===== config.mk =====
export PLATFORM = sky130hd
export DESIGN_NAME = pipeline_ctrl
export DESIGN_NICKNAME = d
export VERILOG_FILES = /design/src/rtl/pipeline_ctrl_pkg.sv /design/src/rtl/pipeline_ctrl_hazard_detect.sv /design/src/rtl/pipeline_ctrl.sv
export SDC_FILE = /design/constraint.sdc
export NUM_CORES = 1
export LEC_CHECK = 0
export CORE_AREA = 2 2 77 65
export CTS_CLUSTER_SIZE = 14
export DETAILED_ROUTE_END_ITERATION = 6
export DIE_AREA = 0 0 79 67
export PLACE_DENSITY = 0.74
export SLEW_MARGIN = 25
export SYNTH_ARGS = -nofsm -noshare
export SYNTH_HDL_FRONTEND = slang
export SYNTH_SLANG_ARGS = --single-unit

===== constraint.sdc =====
create_clock -name clk -period 2.3 [get_ports clk]
set_clock_uncertainty 0.15 [all_clocks]
set_input_delay 0.23 -clock clk [delete_from_list [all_inputs] [get_ports clk]]
set_output_delay 0.23 -clock clk [all_outputs]
set_load 0.01 [all_outputs]

===== src/rtl/pipeline_ctrl_pkg.sv =====
// Shared types and defaults for the pipeline controller and its hazard unit.
package pipeline_ctrl_pkg;

  typedef enum logic [2:0] {
    ST_IDLE,
    ST_RUN,
    ST_STEP,
    ST_DRAIN,
    ST_HALTED
  } state_t;

  localparam int unsigned DRAIN_CYCLES_DEF = 3;

endpackage


===== src/rtl/pipeline_ctrl_hazard_detect.sv =====
// Load-use comparator: flags an ID instruction reading the destination of a load in EX.
module hazard_detect #(
  parameter int unsigned NB_addr = 5
) (
  input  logic               ex_mem_read,
  input  logic [NB_addr-1:0] ex_rt,
  input  logic [NB_addr-1:0] id_rs,
  input  logic [NB_addr-1:0] id_rt,
  input  logic               id_uses_rt,
  output logic               hazard
);

  // Register 0 is hardwired, so a load targeting it never creates a dependency.
  always_comb begin
    hazard = ex_mem_read && (ex_rt != '0) &&
             ((ex_rt == id_rs) || (id_uses_rt && (ex_rt == id_rt)));
  end

endmodule


===== src/rtl/pipeline_ctrl.sv =====
// Pipeline sequencer: load-use stalls, branch flushes and the debug run/step/halt FSM.
module pipeline_ctrl
  import pipeline_ctrl_pkg::*;
#(
  parameter int unsigned NB_addr      = 5,
  parameter int unsigned NB_cnt       = 32,
  parameter int unsigned DRAIN_CYCLES = DRAIN_CYCLES_DEF
) (
  input  logic              clk,
  input  logic              reset,
  input  logic [NB_addr-1:0] in_id_rs,
  input  logic [NB_addr-1:0] in_id_rt,
  input  logic              in_id_uses_rt,
  input  logic              in_ex_mem_read,
  input  logic [NB_addr-1:0] in_ex_rt,
  input  logic              in_branch_taken,
  input  logic              in_halt_instr,
  input  logic              in_dbg_run,
  input  logic              in_dbg_step,
  output logic              out_stage_en,
  output logic              out_pc_write,
  output logic              out_if_id_write,
  output logic              out_id_ex_bubble,
  output logic              out_if_id_flush,
  output logic              out_halted,
  output logic [NB_cnt-1:0] out_cycle_count
);

  localparam int unsigned NB_DRAIN = (DRAIN_CYCLES > 1) ? $clog2(DRAIN_CYCLES) : 1;

  state_t              state, state_next;
  logic [NB_DRAIN-1:0] drain_cnt;
  logic [NB_cnt-1:0]   cycle_cnt;
  logic                hazard;
  logic                advance;
  logic                drain_load;

  hazard_detect #(
    .NB_addr(NB_addr)
  ) u_hazard_detect (
    .ex_mem_read(in_ex_mem_read),
    .ex_rt      (in_ex_rt),
    .id_rs      (in_id_rs),
    .id_rt      (in_id_rt),
    .id_uses_rt (in_id_uses_rt),
    .hazard     (hazard)
  );

  always_ff @(posedge clk or posedge reset) begin
    if (reset) begin
      state <= ST_IDLE;
    end else begin
      state <= state_next;
    end
  end

  always_comb begin
    state_next       = state;
    advance          = 1'b0;
    drain_load       = 1'b0;
    out_pc_write     = 1'b0;
    out_if_id_write  = 1'b0;
    out_id_ex_bubble = 1'b0;
    out_if_id_flush  = 1'b0;
    out_halted       = 1'b0;
    unique case (state)
      ST_IDLE: begin
        if (in_dbg_run) begin
          state_next = ST_RUN;
        end else if (in_dbg_step) begin
          state_next = ST_STEP;
        end
      end
      ST_RUN, ST_STEP: begin
        advance = 1'b1;
        // A step retires to IDLE whatever happened, unless HALT hands off to DRAIN.
        state_next = (state == ST_STEP) ? ST_IDLE : ST_RUN;
        if (hazard) begin
          out_id_ex_bubble = 1'b1;
        end else if (in_halt_instr) begin
          out_id_ex_bubble = 1'b1;
          drain_load       = 1'b1;
          state_next       = ST_DRAIN;
        end else begin
          out_pc_write    = 1'b1;
          out_if_id_write = 1'b1;
          out_if_id_flush = in_branch_taken;
        end
      end
      ST_DRAIN: begin
        advance          = 1'b1;
        out_id_ex_bubble = 1'b1;
        if (drain_cnt == '0) begin
          state_next = ST_HALTED;
        end
      end
      ST_HALTED: begin
        out_halted = 1'b1;
      end
      default: begin
        state_next = ST_IDLE;
      end
    endcase
    out_stage_en = advance;
  end

  always_ff @(posedge clk or posedge reset) begin
    if (reset) begin
      drain_cnt <= '0;
    end else if (drain_load) begin
      drain_cnt <= NB_DRAIN'(DRAIN_CYCLES - 1);
    end else if ((state == ST_DRAIN) && (drain_cnt != '0)) begin
      drain_cnt <= drain_cnt - NB_DRAIN'(1);
    end
  end

  always_ff @(posedge clk or posedge reset) begin
    if (reset) begin
      cycle_cnt <= '0;
    end else if (advance && (cycle_cnt != '1)) begin
      cycle_cnt <= cycle_cnt + NB_cnt'(1);
    end
  end

  assign out_cycle_count = cycle_cnt;

endmodule

==> results_tabular.tex <==
\begin{tabular}{lr}
\hline
Metric & Value \\
\hline
\multicolumn{2}{l}{\textbf{Synthesis}} \\
\quad Post-Synth XOR/XNOR Area & 18.4\% \\
\quad Post-synthesis compound-gate area fraction & under 10\% \\
\quad Multiplexer fraction of the synthesized cell area & less than 1\% \\
\quad Share of synthesized cell area in full adder, half adder and majority cells & 1.25\% \\
\quad Area fraction in and, or, nand and nor cells after synthesis & between 20\% and 30\% \\
\quad Post-synthesis cell count & 195 \\
\quad Per-instance average area after synthesis & 10.3 um2 \\
\quad Main combinational cell family by area after synthesis & simple AND/OR/NAND/NOR gates \\
\quad Post-synthesis sequential element count & 37 \\
\quad Sequential share of the synthesized area & between 40\% and 50\% \\
\quad Post-synth net total & 220 \\
\quad Post-synthesis instance area & 2000 um2 \\
\quad Number of unique standard cell types used by synthesis & 40 \\
\quad Synthesis warning total & 0 \\
\multicolumn{2}{l}{\textbf{STA}} \\
\quad Maximum frequency from static timing analysis & approximately 0.45 GHz \\
\quad Summed negative setup slack over all endpoints & 0 ns \\
\quad Total of endpoints with negative setup slack in the final report & 0 \\
\quad Worst slew margin & 59.8\% \\
\quad Post-layout min period & 2.20 ns \\
\quad Setup ws final & between 0.1 and 0.15 ns \\
\quad Final count of hold timing violations & 0 \\
\quad Fraction of the cycle the final worst path needs & between 90\% and 100\% \\
\quad Unrepaired setup endpoints after global routing & yes \\
\quad Final max-slew violation count & 0 \\
\quad Worst-Margin Slew & between 0.6 and 0.7 ns \\
\multicolumn{2}{l}{\textbf{Die}} \\
\quad Core Region & approximately 4500 um2 \\
\quad Number of standard-cell rows in the floorplan & 22 \\
\quad Area enclosed by the die boundary & 5290 um2 \\
\quad Overall die width & approximately 80 um \\
\quad Num ports & between 60 and 70 \\
\quad Starting utilization of the core area & 44.9\% \\
\quad Die span in y & approximately 67 um \\
\multicolumn{2}{l}{\textbf{Power}} \\
\quad Peak supply drop & $\sim$510 uV \\
\quad Sequential group share of total power & a little over a third \\
\quad Power density of the placed cells & between 800 and 900 nW/um2 \\
\quad Combinational Power Share & 41.0\% \\
\quad Leakage power summed over all cells & approximately 1.2 nW \\
\quad Internal Dissipation & $\sim$0.0017 W \\
\quad Total net switching power & between 0.0007 and 0.0008 W \\
\quad Proportion of total power due to net switching & 32.4\% \\
\quad Clock Power Share & between 20\% and 30\% \\
\multicolumn{2}{l}{\textbf{Routing}} \\
\quad DRT Pass-1 Iters & 4 \\
\quad Wirelength per Cell & around 14 um \\
\quad ANT nets after route & 0 \\
\quad Drt via density & around 5 \\
\quad 1st-iter DRT viols & about 70 \\
\quad Via Count & between 1,500 and 2,000 \\
\quad Final routed DRC violation total & 0 \\
\quad WL final & 4.53 mm \\
\multicolumn{2}{l}{\textbf{Clock tree}} \\
\quad Clock edge transition at the registers on the reported setup and hold paths & $\sim$0.07 ns \\
\quad CTS H-tree lvls & 2 \\
\quad Quantity of hold-fixing buffers added after cts & 0 \\
\quad Clock sinks & 37 \\
\quad Cell at the root of the clock tree & sky130\_fd\_sc\_hd\_\_clkbuf\_8 \\
\quad Clock Latency Late Sink & roughly 0.29 ns \\
\quad Post-CTS Setup Bufs & 0 \\
\quad Bufs on Longest Clock Path & 2 \\
\quad Inserted Clock Buffers & 5 \\
\quad CTS tree & done \\
\multicolumn{2}{l}{\textbf{Global routing}} \\
\quad Global-route usage over all layers & a little under a fifth \\
\quad Global Route met3 Usage & between 4 and 5\% \\
\quad Antenna violations before repair & 0 \\
\quad Overflow left after global routing & 0 \\
\quad Met2 track demand over resource in global routing & slightly above 30\% \\
\quad Most heavily used metal layer in global routing & met2 \\
\quad Global Route met1 Usage & 25.6\% \\
\quad Maximum number of pins on one net before global-route repair & 38 \\
\quad Via count of the first global-routing pass & $\sim$1,600 \\
\quad Wire length of the first global-routing pass & between 7 and 8 mm \\
\multicolumn{2}{l}{\textbf{Critical path}} \\
\quad Setup slack of the worst register-to-register path & $\sim$0.11 ns \\
\quad Delay of the slowest critical-path stage & between 0.4 and 0.5 ns \\
\quad Endpoint arrival time on the critical path & approximately 1.8 ns \\
\quad Crit-path slowest cell & sky130\_fd\_sc\_hd\_\_or4\_1 \\
\quad CP Launch Type & input port \\
\quad Maximum fanout encountered on the critical timing path & 2 \\
\quad Buf/Inv on CP & 2 \\
\quad Data required, critical path & between 1.5 and 2 ns \\
\quad Top delay family on crit path & simple AND/OR/NAND/NOR gates \\
\quad Kind of end point of the critical path & output port \\
\quad Type of the setup path with the least slack & input port to output port \\
\quad CP cell instances & dlygate4sd2\_1 -> or4\_1 -> o21a\_1 -> a221o\_1 -> nor2\_1 -> and2\_1 -> buf\_2 \\
\multicolumn{2}{l}{\textbf{Cells and area}} \\
\quad Count of nets after finishing & 296 \\
\quad Layout cells sized above 1 & 15.4\% \\
\quad Total inserted antenna cells & 0 \\
\quad Area Overhead vs Synth & 42.1\% \\
\multicolumn{2}{l}{\textbf{Placement}} \\
\quad Worst Setup Slack post-DPL & -0.536 ns \\
\quad Routability cong. & $\sim$0.76 \\
\quad Total of buffers placed on input and output ports & 60 \\
\quad HPWL Detailed & approximately 3.4 mm \\
\multicolumn{2}{l}{\textbf{Outcome}} \\
\quad Run status & complete, no violations \\
\multicolumn{2}{l}{\textbf{Run}} \\
\quad Max Cap Violations & 0 \\
\multicolumn{2}{l}{\textbf{Hold path}} \\
\quad Type of the most critical hold path & input port to async pin \\
\hline
\end{tabular}
-- tightest hold or removal path, cell delays in order --
cell and delay (ns):
sky130_fd_sc_hd__clkdlybuf4s50_1 0.39, sky130_fd_sc_hd__inv_1 0.05, sky130_fd_sc_hd__buf_4 0.39
-- area by class of cell --
class,count,area (um2)
Clock inverter,1,30.0
Multi-Input combinational cell,146,1010
Tap cell,60,75.1
Timing Repair Buffer,76,698
Clock buffer,7,86.3
Sequential cell,37,926
Fill cell,380,1610
Inverter,5,18.8
-- through the flow --
stage          cell area, um2  utilization [%]  hold WS (ns)  instances  total power, W
2_1_floorplan            2000                -         0.260        195         0.00148
3_3_place_gp             2760             61.8         0.330        324         0.00190
3_5_place_dp             2760             61.8         0.339        324         0.00192
4_1_cts                  2850             64.0         0.215        332         0.00247
5_1_grt                  2850             63.9         0.238        332         0.00260
6_report                 2850             63.9         0.191        332         0.00244
-- cell families (layout without fill, tap and decap cells) --
logic type	after synthesis	in the layout
AOI/OAI and AO/OA	15	15
xor gates and xnor gates	42	42
adders and majority gates	2	2
buffers and inverters	12	89
DFF	37	37
muxes	1	1
and+or+nand+nor	86	86
-- synth_stat cells (all sizes together) --
| library cell | number | area (um2) |
|---|---|---|
| xnor2 | 34 | 298 |
| xor2 | 8 | 70.1 |
| o211ai | 1 | 7.51 |
| nor3 | 3 | 20.0 |
| ha | 2 | 25.0 |
| inv | 5 | 18.8 |
| a211oi | 2 | 15.0 |
| buf | 4 | 33.8 |
| and2 | 4 | 27.5 |
| nor3b | 1 | 7.51 |
| nand4 | 13 | 87.6 |
| a21oi | 2 | 10.0 |
| or2 | 4 | 27.5 |
| o21ai | 3 | 15.0 |
| dfrtp | 37 | 926 |
| o21a | 1 | 7.51 |
| nor4 | 1 | 21.3 |
| and3 | 9 | 56.3 |
| a21boi | 1 | 11.3 |
| nand3 | 13 | 65.1 |
| o22ai | 1 | 6.26 |
| a311oi | 1 | 15.0 |
| nor2 | 14 | 57.6 |
| mux2 | 1 | 11.3 |
| nor4b | 1 | 8.76 |
| clkbuf | 3 | 11.3 |
| nand2 | 16 | 60.1 |
| or4 | 1 | 7.51 |
| a221o | 2 | 20.0 |
| or3 | 4 | 30.0 |
| and4 | 2 | 17.5 |
| a221oi | 1 | 8.76 |
-- timing repair --
action,in CTS,in global routing
endpoints found under the setup margin,4,5
gates resized for setup,19,2
pin swaps,5,5
-- registers in the layout, indices dropped and copies added (netlist names) --
| name | flops |
|---|---|
| state | 3 |
| drain_cnt | 2 |
| out_cycle_count | 32 |
-- layout by cell type, fill, tap and decap left out, types with 2 or more instances in the layout --
| master | Yosys | final |
|---|---|---|
| sky130_fd_sc_hd__a211oi_1 | 2 | 2 |
| sky130_fd_sc_hd__a21oi_1 | 2 | 2 |
| sky130_fd_sc_hd__a221o_1 | 2 | 2 |
| sky130_fd_sc_hd__and2_1 | 3 | 3 |
| sky130_fd_sc_hd__and3_1 | 9 | 9 |
| sky130_fd_sc_hd__and4_1 | 2 | 2 |
| sky130_fd_sc_hd__buf_2 | 0 | 3 |
| sky130_fd_sc_hd__buf_4 | 3 | 16 |
| sky130_fd_sc_hd__clkbuf_8 | 0 | 6 |
| sky130_fd_sc_hd__clkdlybuf4s15_1 | 0 | 2 |
| sky130_fd_sc_hd__clkdlybuf4s50_1 | 0 | 52 |
| sky130_fd_sc_hd__dfrtp_1 | 37 | 37 |
| sky130_fd_sc_hd__dlygate4sd2_1 | 0 | 2 |
| sky130_fd_sc_hd__ha_1 | 2 | 2 |
| sky130_fd_sc_hd__inv_1 | 4 | 4 |
| sky130_fd_sc_hd__nand2_1 | 16 | 16 |
| sky130_fd_sc_hd__nand3_1 | 13 | 13 |
| sky130_fd_sc_hd__nand4_1 | 12 | 12 |
| sky130_fd_sc_hd__nor2_1 | 12 | 12 |
| sky130_fd_sc_hd__nor2_2 | 2 | 2 |
| sky130_fd_sc_hd__nor3_1 | 2 | 2 |
| sky130_fd_sc_hd__o21ai_0 | 3 | 3 |
| sky130_fd_sc_hd__or2_2 | 3 | 3 |
| sky130_fd_sc_hd__or3_1 | 3 | 3 |
| sky130_fd_sc_hd__xnor2_1 | 34 | 34 |
| sky130_fd_sc_hd__xor2_1 | 8 | 8 |
-- path summary, 6_finish.rpt --
kind,startpoint,end,cells after the start
setup / recovery,in_ex_rt[0],out_if_id_flush,7
hold / removal,reset,drain_cnt[1],3
setup reg to reg,out_cycle_count[0],out_cycle_count[1],6
hold reg to reg,out_cycle_count[13],out_cycle_count[13],1
max in group asynchronous,reset,out_cycle_count[13],3
min in group clk,out_cycle_count[13],out_cycle_count[13],1
-- layer usage --
metal	vias to the layer above	part of all wire (%)	wire length (um)
met4	0	1.2	53
met1	797	49	2200
met5	-	0	0
li1	831	-	-
met2	39	46	2060
met3	6	4.7	213
-- power by group through the flow --
stage	clock, W	sequential (W)	combinational [W]
after floorplan	0	0.000884	0.000600
after global placement	0	0.000868	0.00103
after detailed placement	0	0.000867	0.00105
after CTS	0.000584	0.000859	0.00102
after global routing	0.000625	0.000875	0.00110
final	0.000581	0.000859	0.00100
(Power assumes the default switching activity.)
